$ cat config.mk
export PLATFORM = sky130hd
export DESIGN_NAME = dcache_ctrl_flat
export DESIGN_NICKNAME = d
export VERILOG_FILES = /design/src/rtl/dcache_ctrl_pkg.sv /design/src/rtl/dcache_ctrl_if.sv /design/src/rtl/dcache_ctrl_store_merge.sv /design/src/rtl/dcache_ctrl.sv /design/src/flat_wrapper.sv
export SDC_FILE = /design/constraint.sdc
export NUM_CORES = 2
export LEC_CHECK = 0
export BUFFER_PORTS_ARGS = -buffer_cell sky130_fd_sc_hd__buf_4
export CAP_MARGIN = 20
export CORE_ASPECT_RATIO = 1.25
export CORE_MARGIN = 3
export CORE_UTILIZATION = 35
export DETAILED_ROUTE_END_ITERATION = 7
export PLACE_DENSITY_LB_ADDON = 0.3
export SYNTH_ARGS = -nofsm -noshare
export SYNTH_HDL_FRONTEND = slang
export SYNTH_SLANG_ARGS = --single-unit
$ cat constraint.sdc
create_clock -name clk -period 6.86 [get_ports clk]
set_input_delay 1.372 -clock clk [delete_from_list [all_inputs] [get_ports clk]]
set_output_delay 1.372 -clock clk [all_outputs]
set_load 0.1 [all_outputs]
$ cat src/rtl/dcache_ctrl_pkg.sv
// Shared types for the direct-mapped write-back data cache controller.
package cache_pkg;

  typedef enum logic [1:0] {
    IDLE,
    WB,
    FETCH
  } state_t;

  localparam logic [2:0] FUNCT3_SB = 3'b000;
  localparam logic [2:0] FUNCT3_SH = 3'b001;
  localparam logic [2:0] FUNCT3_SW = 3'b010;

  // Tags are held right-aligned in a field wide enough for any supported address width.
  localparam int TAG_MAX_W = 32;

  typedef struct packed {
    logic                 valid;
    logic                 dirty;
    logic [TAG_MAX_W-1:0] tag;
  } line_meta_t;

endpackage

$ cat src/rtl/dcache_ctrl_if.sv
// CPU request and dataMemory signals for dcache_ctrl; slave = cache side, master = CPU/memory side.
interface dcache_ctrl_if #(
  parameter int DATA_WIDTH = 32
);
  logic                  req;
  logic                  we;
  logic [DATA_WIDTH-1:0] addr;
  logic [DATA_WIDTH-1:0] wdata;
  logic [2:0]            funct3;
  logic [DATA_WIDTH-1:0] rdata;
  logic                  stall;
  logic [DATA_WIDTH-1:0] mem_addr;
  logic                  mem_fetch;
  logic                  mem_writeback;
  logic [DATA_WIDTH-1:0] mem_wb_data;
  logic [DATA_WIDTH-1:0] mem_rdata;

  modport slave (
    input  req, we, addr, wdata, funct3, mem_rdata,
    output rdata, stall, mem_addr, mem_fetch, mem_writeback, mem_wb_data
  );

  modport master (
    output req, we, addr, wdata, funct3, mem_rdata,
    input  rdata, stall, mem_addr, mem_fetch, mem_writeback, mem_wb_data
  );
endinterface

$ cat src/rtl/dcache_ctrl_store_merge.sv
// Byte/halfword/word store merge into an existing cache word (combinational).
module store_merge
  import cache_pkg::*;
#(
  parameter int DATA_WIDTH = 32
) (
  input  logic [DATA_WIDTH-1:0] i_old,
  input  logic [DATA_WIDTH-1:0] i_wdata,
  input  logic [2:0]            i_funct3,
  input  logic [1:0]            i_offset,
  output logic [DATA_WIDTH-1:0] o_merged
);

  // NOTE: every output of a combinational block gets a default first, so no path infers a latch.
  always_comb begin
    o_merged = i_old;
    case (i_funct3)
      FUNCT3_SB: o_merged[{i_offset, 3'b000} +: 8]     = i_wdata[7:0];
      FUNCT3_SH: o_merged[{i_offset[1], 4'b0000} +: 16] = i_wdata[15:0];
      FUNCT3_SW: o_merged = i_wdata;
      default:   o_merged = i_old;
    endcase
  end

endmodule

$ cat src/rtl/dcache_ctrl.sv
// Direct-mapped, write-back, write-allocate data cache controller with one-word lines.
// Optional hit/miss counters are built when CACHE_STATS_EN is defined.
module dcache_ctrl
  import cache_pkg::*;
#(
  parameter int DATA_WIDTH  = 32,
  parameter int SETS        = 64,
  parameter int MEM_LATENCY = 2
) (
  input  logic        clk,
  input  logic        rst_n,
  dcache_ctrl_if.slave bus,
  output logic [31:0] hit_count,
  output logic [31:0] miss_count
);

  localparam int INDEX_W = $clog2(SETS);
  localparam int TAG_W   = DATA_WIDTH - INDEX_W - 2;
  localparam int CNT_W   = $clog2(MEM_LATENCY + 1);

  state_t                r_state, w_state_nxt;
  logic [CNT_W-1:0]      r_cnt, w_cnt_nxt;
  logic [SETS-1:0]       r_valid;
  logic [SETS-1:0]       r_dirty;
  logic [TAG_W-1:0]      r_tag  [SETS];
  logic [DATA_WIDTH-1:0] r_data [SETS];

  logic [INDEX_W-1:0]    w_index;
  logic [TAG_W-1:0]      w_tag;
  logic [1:0]            w_offset;
  line_meta_t            w_meta;
  logic                  w_hit;
  logic                  w_store_hit;
  logic                  w_last;
  logic                  w_miss_start;
  logic [DATA_WIDTH-1:0] w_line;
  logic [DATA_WIDTH-1:0] w_merged;

  assign w_offset = bus.addr[1:0];
  assign w_index  = bus.addr[INDEX_W+1:2];
  assign w_tag    = bus.addr[DATA_WIDTH-1:INDEX_W+2];
  assign w_line   = r_data[w_index];

  assign w_meta = '{valid: r_valid[w_index],
                    dirty: r_dirty[w_index],
                    tag:   TAG_MAX_W'(r_tag[w_index])};

  assign w_hit       = (r_state == IDLE) && bus.req && w_meta.valid &&
                       (w_meta.tag == TAG_MAX_W'(w_tag));
  assign w_store_hit = w_hit && bus.we;
  assign w_last      = (r_cnt == CNT_W'(MEM_LATENCY - 1));

  store_merge #(.DATA_WIDTH(DATA_WIDTH)) u_store_merge (
    .i_old    (w_line),
    .i_wdata  (bus.wdata),
    .i_funct3 (bus.funct3),
    .i_offset (w_offset),
    .o_merged (w_merged)
  );

  always_comb begin
    w_state_nxt       = r_state;
    w_cnt_nxt         = r_cnt;
    w_miss_start      = 1'b0;
    bus.stall         = 1'b0;
    bus.rdata         = '0;
    bus.mem_addr      = '0;
    bus.mem_fetch     = 1'b0;
    bus.mem_writeback = 1'b0;
    bus.mem_wb_data   = '0;
    case (r_state)
      IDLE: begin
        if (w_hit) begin
          if (!bus.we) bus.rdata = w_line;
        end else if (bus.req) begin
          bus.stall    = 1'b1;
          w_miss_start = 1'b1;
          w_cnt_nxt    = '0;
          w_state_nxt  = (w_meta.valid && w_meta.dirty) ? WB : FETCH;
        end
      end
      WB: begin
        bus.stall         = 1'b1;
        bus.mem_writeback = (r_cnt == '0);
        bus.mem_addr      = {2'b00, r_tag[w_index], w_index};
        bus.mem_wb_data   = w_line;
        w_cnt_nxt         = w_last ? '0 : r_cnt + 1'b1;
        if (w_last) w_state_nxt = FETCH;
      end
      FETCH: begin
        bus.stall     = 1'b1;
        bus.mem_fetch = 1'b1;
        bus.mem_addr  = {2'b00, bus.addr[DATA_WIDTH-1:2]};
        w_cnt_nxt     = w_last ? '0 : r_cnt + 1'b1;
        if (w_last) w_state_nxt = IDLE;
      end
      default: w_state_nxt = IDLE;
    endcase
  end

  // NOTE: sequential state uses non-blocking assignments so every register samples pre-edge values.
  always_ff @(posedge clk or negedge rst_n) begin
    if (!rst_n) begin
      r_state <= IDLE;
      r_cnt   <= '0;
    end else begin
      r_state <= w_state_nxt;
      r_cnt   <= w_cnt_nxt;
    end
  end

  always_ff @(posedge clk or negedge rst_n) begin
    if (!rst_n) begin
      r_valid <= '0;
      r_dirty <= '0;
    end else begin
      if (r_state == WB && w_last) r_dirty[w_index] <= 1'b0;
      if (r_state == FETCH && w_last) begin
        r_valid[w_index] <= 1'b1;
        r_dirty[w_index] <= 1'b0;
      end
      if (w_store_hit) r_dirty[w_index] <= 1'b1;
    end
  end

  // NOTE: tag and data arrays are not reset; valid bits alone decide whether their contents count.
  always_ff @(posedge clk) begin
    if (r_state == FETCH && w_last) begin
      r_data[w_index] <= bus.mem_rdata;
      r_tag[w_index]  <= w_tag;
    end else if (w_store_hit) begin
      r_data[w_index] <= w_merged;
    end
  end

`ifdef CACHE_STATS_EN
  logic [31:0] r_hit_count;
  logic [31:0] r_miss_count;

  always_ff @(posedge clk or negedge rst_n) begin
    if (!rst_n) begin
      r_hit_count  <= '0;
      r_miss_count <= '0;
    end else begin
      if (w_hit)        r_hit_count  <= r_hit_count + 32'd1;
      if (w_miss_start) r_miss_count <= r_miss_count + 32'd1;
    end
  end

  assign hit_count  = r_hit_count;
  assign miss_count = r_miss_count;
`else
  assign hit_count  = '0;
  assign miss_count = '0;
`endif

endmodule

$ cat src/flat_wrapper.sv
// flat-port wrapper written by rule: the top's interface ports become plain ports
module dcache_ctrl_flat import cache_pkg::*;
#(
  parameter int DATA_WIDTH  = 32,
  parameter int SETS        = 64,
  parameter int MEM_LATENCY = 2
)
  (clk, rst_n, hit_count, miss_count, bus_req, bus_we, bus_addr, bus_wdata, bus_funct3, bus_mem_rdata, bus_rdata, bus_stall, bus_mem_addr, bus_mem_fetch, bus_mem_writeback, bus_mem_wb_data);
  dcache_ctrl_if #(.DATA_WIDTH(DATA_WIDTH)) bus_i ();
  input  logic clk;
  input  logic rst_n;
  output logic [31:0] hit_count;
  output logic [31:0] miss_count;
  input wire logic [$bits(bus_i.req)-1:0] bus_req;
  input wire logic [$bits(bus_i.we)-1:0] bus_we;
  input wire logic [$bits(bus_i.addr)-1:0] bus_addr;
  input wire logic [$bits(bus_i.wdata)-1:0] bus_wdata;
  input wire logic [$bits(bus_i.funct3)-1:0] bus_funct3;
  input wire logic [$bits(bus_i.mem_rdata)-1:0] bus_mem_rdata;
  output wire logic [$bits(bus_i.rdata)-1:0] bus_rdata;
  output wire logic [$bits(bus_i.stall)-1:0] bus_stall;
  output wire logic [$bits(bus_i.mem_addr)-1:0] bus_mem_addr;
  output wire logic [$bits(bus_i.mem_fetch)-1:0] bus_mem_fetch;
  output wire logic [$bits(bus_i.mem_writeback)-1:0] bus_mem_writeback;
  output wire logic [$bits(bus_i.mem_wb_data)-1:0] bus_mem_wb_data;
  assign bus_i.req = bus_req;
  assign bus_i.we = bus_we;
  assign bus_i.addr = bus_addr;
  assign bus_i.wdata = bus_wdata;
  assign bus_i.funct3 = bus_funct3;
  assign bus_i.mem_rdata = bus_mem_rdata;
  assign bus_rdata = bus_i.rdata;
  assign bus_stall = bus_i.stall;
  assign bus_mem_addr = bus_i.mem_addr;
  assign bus_mem_fetch = bus_i.mem_fetch;
  assign bus_mem_writeback = bus_i.mem_writeback;
  assign bus_mem_wb_data = bus_i.mem_wb_data;
  dcache_ctrl #(.DATA_WIDTH(DATA_WIDTH), .SETS(SETS), .MEM_LATENCY(MEM_LATENCY)) u_core (.clk(clk), .rst_n(rst_n), .bus(bus_i), .hit_count(hit_count), .miss_count(miss_count));
endmodule
**Yosys cells after proc, flatten, opt, wreduce, memory -nomap -nowiden**

Memories as Yosys holds them, arrays and structs flattened.
Index checks and enable logic that the tools add are counted.

- Memories kept: 2
- Output and inout port bits: 163
- Bits of input ports: 103
- Bits in writable memories: 3584
- Register bits after elaboration: 132
- Word-level logic and storage cells: 84

- $add $sub $neg: 3
- Mux-type cells: 38
- Reduce and logical (&&, ||, !) cells: 15
- Bitwise gates (word level): 6
- Shift-type cells: 4
- Order comparisons: 2
- Equal/unequal tests: 10

Memories:

| memory | words | width | rd ports | clocked after Yosys merged registers in | write ports | line | RTL |
|---|---|---|---|---|---|---|---|
| u_core.r_data | 64 | 32 | 1 | 0 | 1 | dcache_ctrl.sv:26 | `logic [DATA_WIDTH-1:0] r_data [SETS];` |
| u_core.r_tag | 64 | 24 | 1 | 0 | 1 | dcache_ctrl.sv:25 | `logic [TAG_W-1:0] r_tag [SETS];` |

Operators by type and width:

| kind | number |
|---|---|
| 2-to-1 mux 64 bit | 3 |
| 2-to-1 mux 32 bit | 5 |
| bitwise AND 64 bit | 2 |
| bitwise OR 64 bit | 2 |
| one-hot mux 32 bit (3 select lines) | 1 |
| bitwise mux 32 bit | 2 |
| inverter 64 bit | 1 |
| one-hot mux 30 bit (2 select lines) | 1 |
| variable shift 16 x 7 -> 32 bit (first input constant) | 1 |
| variable shift 8 x 7 -> 32 bit (first input constant) | 1 |
| variable part select 16 x 7 -> 32 bit | 1 |
| variable part select 8 x 7 -> 32 bit | 1 |
| == test 24 bit | 1 |
| 2-to-1 mux 2 bit | 8 |
| negation 5 -> 7 bit | 2 |
| binary-select mux 1 bit (select 6 bit) | 2 |
| 2-to-1 mux 1 bit | 12 |
| logical AND 1 bit | 8 |
| less-than comparator 6 x 7 -> 1 bit (second input constant) | 1 |
| demux 1 bit (select 6 bit) | 1 |
| >= comparator 6 x 1 -> 1 bit (second input constant) | 1 |
| one-hot mux 2 bit (3 select lines) | 1 |
| == test 2 x 1 -> 1 bit (second input constant) | 2 |
| zero test 2 bit | 2 |
| 14 further kinds | 16 |

**Logic depth before layout (Yosys ltp)**

- Word-level depth: 11
- Depth in mapped cells: 25
- Depth with buffers taken out: 10

**Modules after synthesis**

Synthesis repeated with hierarchy kept, for this count alone.

- Cells, all modules: 8296
- Area, all modules: 145199.3 µm²

Modules (own cells, without submodules):

| module | instances | sequential area each (µm²) | cells each | area an instance (µm²) |
|---|---|---|---|---|
| dcache_ctrl | 1 | 110926.4 | 7998 | 142940.8 |
| store_merge | 1 | 0.0 | 298 | 2258.4 |

**Least setup slack after synthesis**

Ideal clock, no wire load.

- Path kind: in2out
- Start point: input port bus_addr[2]
- End point: output port bus_rdata[25]
- Data arrival time: 6.125 ns
- Cell stages on the path: 16
- Path slack: -0.637 ns
- Path buffers: 7
- Required time: 5.488 ns
- Cell sequence: buf_6 -> buf_12 -> buf_6 -> buf_6 -> buf_2 -> mux4_2 -> o211ai_1 -> nand4_1 -> or3_1 -> a221oi_2 -> nand4_1 -> or4_1 -> buf_2 -> nand2b_1 -> clkbuf_1 -> nor2b_1

- Cells in the longest elaborated chain, start to end: 6

Ends and longest elaborated chain:

| item | line | RTL |
|---|---|---|
| start, declared | flat_wrapper.sv:16 | `input wire logic [$bits(bus_i.addr)-1:0] bus_addr;` |
| branches (longest 4 deep; another with memory read (64 x 24 bit)) | n/a |  |
| 2-to-1 mux 32 bit * | dcache_ctrl.sv:73 | `if (w_hit) begin` |
| 2-to-1 mux 32 bit * | dcache_ctrl.sv:71 | `case (r_state)` |
| end, declared | flat_wrapper.sv:20 | `output wire logic [$bits(bus_i.rdata)-1:0] bus_rdata;` |

Every way passes the cells marked *. The select of a mux whose other input is x is not followed.

**Worst setup path after layout**

- Start point: input port bus_addr[2]
- End point: output port bus_rdata[13]

Same word-level chain as after synthesis.

==> results.py <==
metrics = {
    "floorplan": {
        "coreArea_um2": 414200,
        "dieArea_um2": 424500,
        "die_y_um": 727.7,
        "pin_count": 266,
        "rows": 264,
        "initial_core_util_pct": 35.21,
        "die_w_um": 583.4,
    },
    "setup_path": {
        "critical_path_class": "input port to primary output",
        "worstSetupStartpointType": "input port",
        "cp_top_family": "buffers and inverters",
        "cpPeakStageDelay_ns": 0.51,
        "path_buf_inv": 9,
        "worstPathRequired_ns": 5.49,
        "cpMostUsedCell": "buf_12",
        "path_cells": "buf_16, buf_12, buf_12, nor2_4, buf_4, a221oi_1, a211oi_1, buf_4, a211o_1, nor4_4, buf_4, nor3_1, nand4_1, or4_4, nand2b_4, buf_12, buf_16, nor2b_4, buf_12",
        "endpoint_kind": "primary output",
        "critPathMaxFanout": 17,
        "cpMaxStageDelayCell": "buf_4",
        "cp.arrival_ns": 5.71,
    },
    "timing": {
        "final.min_clock_period_ns": 7.083,
        "setup_ws_ns": -0.2227,
        "setup_viol": 34,
        "rsz0062_at_grt": "true",
        "slew_viol_final": 0,
        "hold_viol": 0,
        "fin_skew_ns": 0.1163,
        "maxSlewHeadroom_pct": 11.40,
        "period_share_pct": 103.2,
        "fmax_mhz": 141.2,
        "tightest_slew_ns": 1.329,
    },
    "clock_tree": {
        "htree_levels": 5,
        "clock_latency_ns": 1.03,
        "holdBufCountCts": 0,
        "root_buffer": "clkbuf_16",
        "cts_made_buffers": 374,
        "clk_pin_slew_ns": 0.06,
        "clock_path_buffers": 4,
        "tritoncts": "built",
        "cts.sinks": 3716,
    },
    "global_routing": {
        "antenna_found_initial": 45,
        "grt_pass1_vias": 89730,
        "grtUsageTotal_pct": 26.27,
        "grt_max_degree": 98,
        "grt_pass1_wl_um": 772400,
        "overflow": 0,
    },
    "logic_synthesis": {
        "synth.top_cell.area_share_pct": 73.79,
        "synth_common_cells": "3584 x edfxtp_1, 454 x mux2i_1, 440 x a22oi_1",
        "yosys.cell_types.count": 95,
        "yosysMostFrequentCell": "edfxtp_1",
        "syn_area_um2": 145800,
        "synth_largest_area_cell": "edfxtp_1",
        "synthCells": 8260,
        "synth_edf_count": 3584,
        "synth-seq-area-share_pct": 76.06,
        "synth_seq_cells": 3716,
        "synthTopCellsByArea": "edfxtp_1 74%, mux4_2 3.6%, mux2i_1 3.1%, a22oi_1 2.3%, dfrtp_1 2.3%",
        "synthFlopType": "edfxtp_1",
        "yosysWarnings": 0,
        "syn_area_per_cell_um2": 17.66,
        "async_flop_share_pct": 3.552,
    },
    "final_layout": {
        "syn2layout_area_growth_pct": 22.48,
        "finalNetCount": 9501,
        "layout-drive-gt1-share_pct": 27.99,
    },
    "place": {
        "gp_congestion": 0.9309,
        "hpwl_um": 368100,
        "post-place-ws_ns": -0.8517,
        "port_buffers": 199,
    },
    "worst_hold_path": {
        "hold_class": "input port to asynchronous set/reset pin",
    },
    "routing": {
        "drtAntennaViolNets": 0,
        "drc": 0,
        "via_per_inst": 6.119,
        "drtIter0Drc": 14270,
        "num_vias": 92870,
        "wl_per_cell_um": 37.98,
        "wl_um": 576400,
        "drtPass1Iterations": 6,
    },
    "job": {
        "drv_cap": 0,
    },
    "outcome": {
        "violations": "setup timing",
        "status": "finished with violations",
    },
    "power_and_ir_drop": {
        "power_w": 0.05091,
        "ir_drop_v": 0.0002313,
        "power_density_nw_per_um2": 285.0,
        "power.leakage_nw": 59.01,
    },
}
-- cells in the final DEF, fill, tap and decap left out, drive strengths merged, types with 39 or more instances in the layout --
cell type and count:
dfrtp 132, a221oi 328, conb 66, a221o 59
mux4 235, mux2i 454, mux2 210, and2 40
nor2b 39, or2 78, o21ai 309, a21oi 299
nand2 249, nor2 277, nand4 43, edfxtp 3584
a31oi 68, a22oi 440, o22ai 120, clkinv 171
buf 1329, a22o 106, nand3 56, clkbuf 458
-- where the power goes --
part | internal, W | switching [W] | leakage [nW]
registers | 0.0251 | 0.0000907 | 34.0
logic | 0.00158 | 0.00373 | 19.1
clock network | 0.0115 | 0.00892 | 5.87
total | 0.0382 | 0.0127 | 59.0
-- final cells by class --
type	instances	area (um2)
antenna	25	62.56
clock buffer	456	9783
clock inverter	230	2251
fill	36140	235600
inverter	24	107.6
multi-input combinational	3937	34100
sequential	3716	110900
tap	5453	6823
timing repair buffer	1336	14580
-- cells by family (layout without fill, tap and decap cells) --
group	count (synthesis)	after routing	synth area share, %
AOI/OAI and AO/OA	1985	1985	9.687
xor gates and xnor gates	12	12	0.07206
adders and majority gates	9	9	0.07721
buffers and inverters	672	2046	2.333
DFF	3716	3716	76.06
muxes	899	899	8.438
other	1	91	0.002571
and+or+nand+nor	966	966	3.331
-- worst register-to-register path, stage by stage, from the launching register on --
cell,delay (ns)
edfxtp_1,0.39
mux4_2,0.47
mux4_2,0.47
and2_4,0.16
o21ai_4,0.20
a21oi_2,0.07
or4_1,0.53
or4_4,0.47
or4_4,0.57
buf_4,0.20
or3b_4,0.38
buf_12,0.18
mux2_4,0.63
buf_12,0.21
-- registers in the layout (all words and copies together), names as in the netlist, named ones only --
signal	flops
u_core.r_valid	64
u_core.r_tag	1536
u_core.r_state	2
u_core.r_cnt	2
u_core.r_data	2048
u_core.r_dirty	1
-- path summary, 6_finish.rpt --
path                                           startpoint                              end  slack [ns]  cells past startpoint
setup / recovery                              bus_addr[2]                    bus_rdata[13]       -0.22                     19
hold / removal                                      rst_n    u_core.r_valid[9]$_DFFE_PN0P_        0.40                      1
setup reg to reg            u_core.r_tag[35][9]$_DFFE_PP_  u_core.r_data[53][29]$_DFFE_PP_        1.56                     13
hold reg to reg            u_core.r_valid[29]$_DFFE_PN0P_   u_core.r_valid[29]$_DFFE_PN0P_        0.47                      1
max in group asynchronous                           rst_n   u_core.r_valid[53]$_DFFE_PN0P_        5.15                      2
min in group clk           u_core.r_valid[29]$_DFFE_PN0P_   u_core.r_valid[29]$_DFFE_PN0P_        0.47                      1
-- layer usage --
metal	wire (um)	vias up	GRT usage, %
met2	266800	6844	41.65
met4	45750	26	17.36
met3	63950	1416	6.314
met5	149	-	0
li1	-	36120	-
met1	199700	48470	31.99
-- per-stage QoR --
step	utilization (%)	instances	hold slack (ns)	cell area [um2]	setup TNS (ns)
2_1_floorplan	-	8325	0.4334	146600	-132.10
3_3_place_gp	39.75	14420	0.4458	164700	-840.47
3_5_place_dp	39.77	14430	0.4526	164700	-891.92
4_1_cts	43.04	15150	0.3976	178300	-1.463
5_1_grt	43.12	15170	0.4126	178600	-2.785
6_report	43.12	15180	0.4003	178600	-4.871
-- timing repair --
item                       in CTS  in global routing
cloned                         11                  2
buffers inserted               24                  4
setup endpoints to repair      38                 36
pin swaps                      31                 18
resized for setup             206                 44
(Power assumes the default switching activity.)
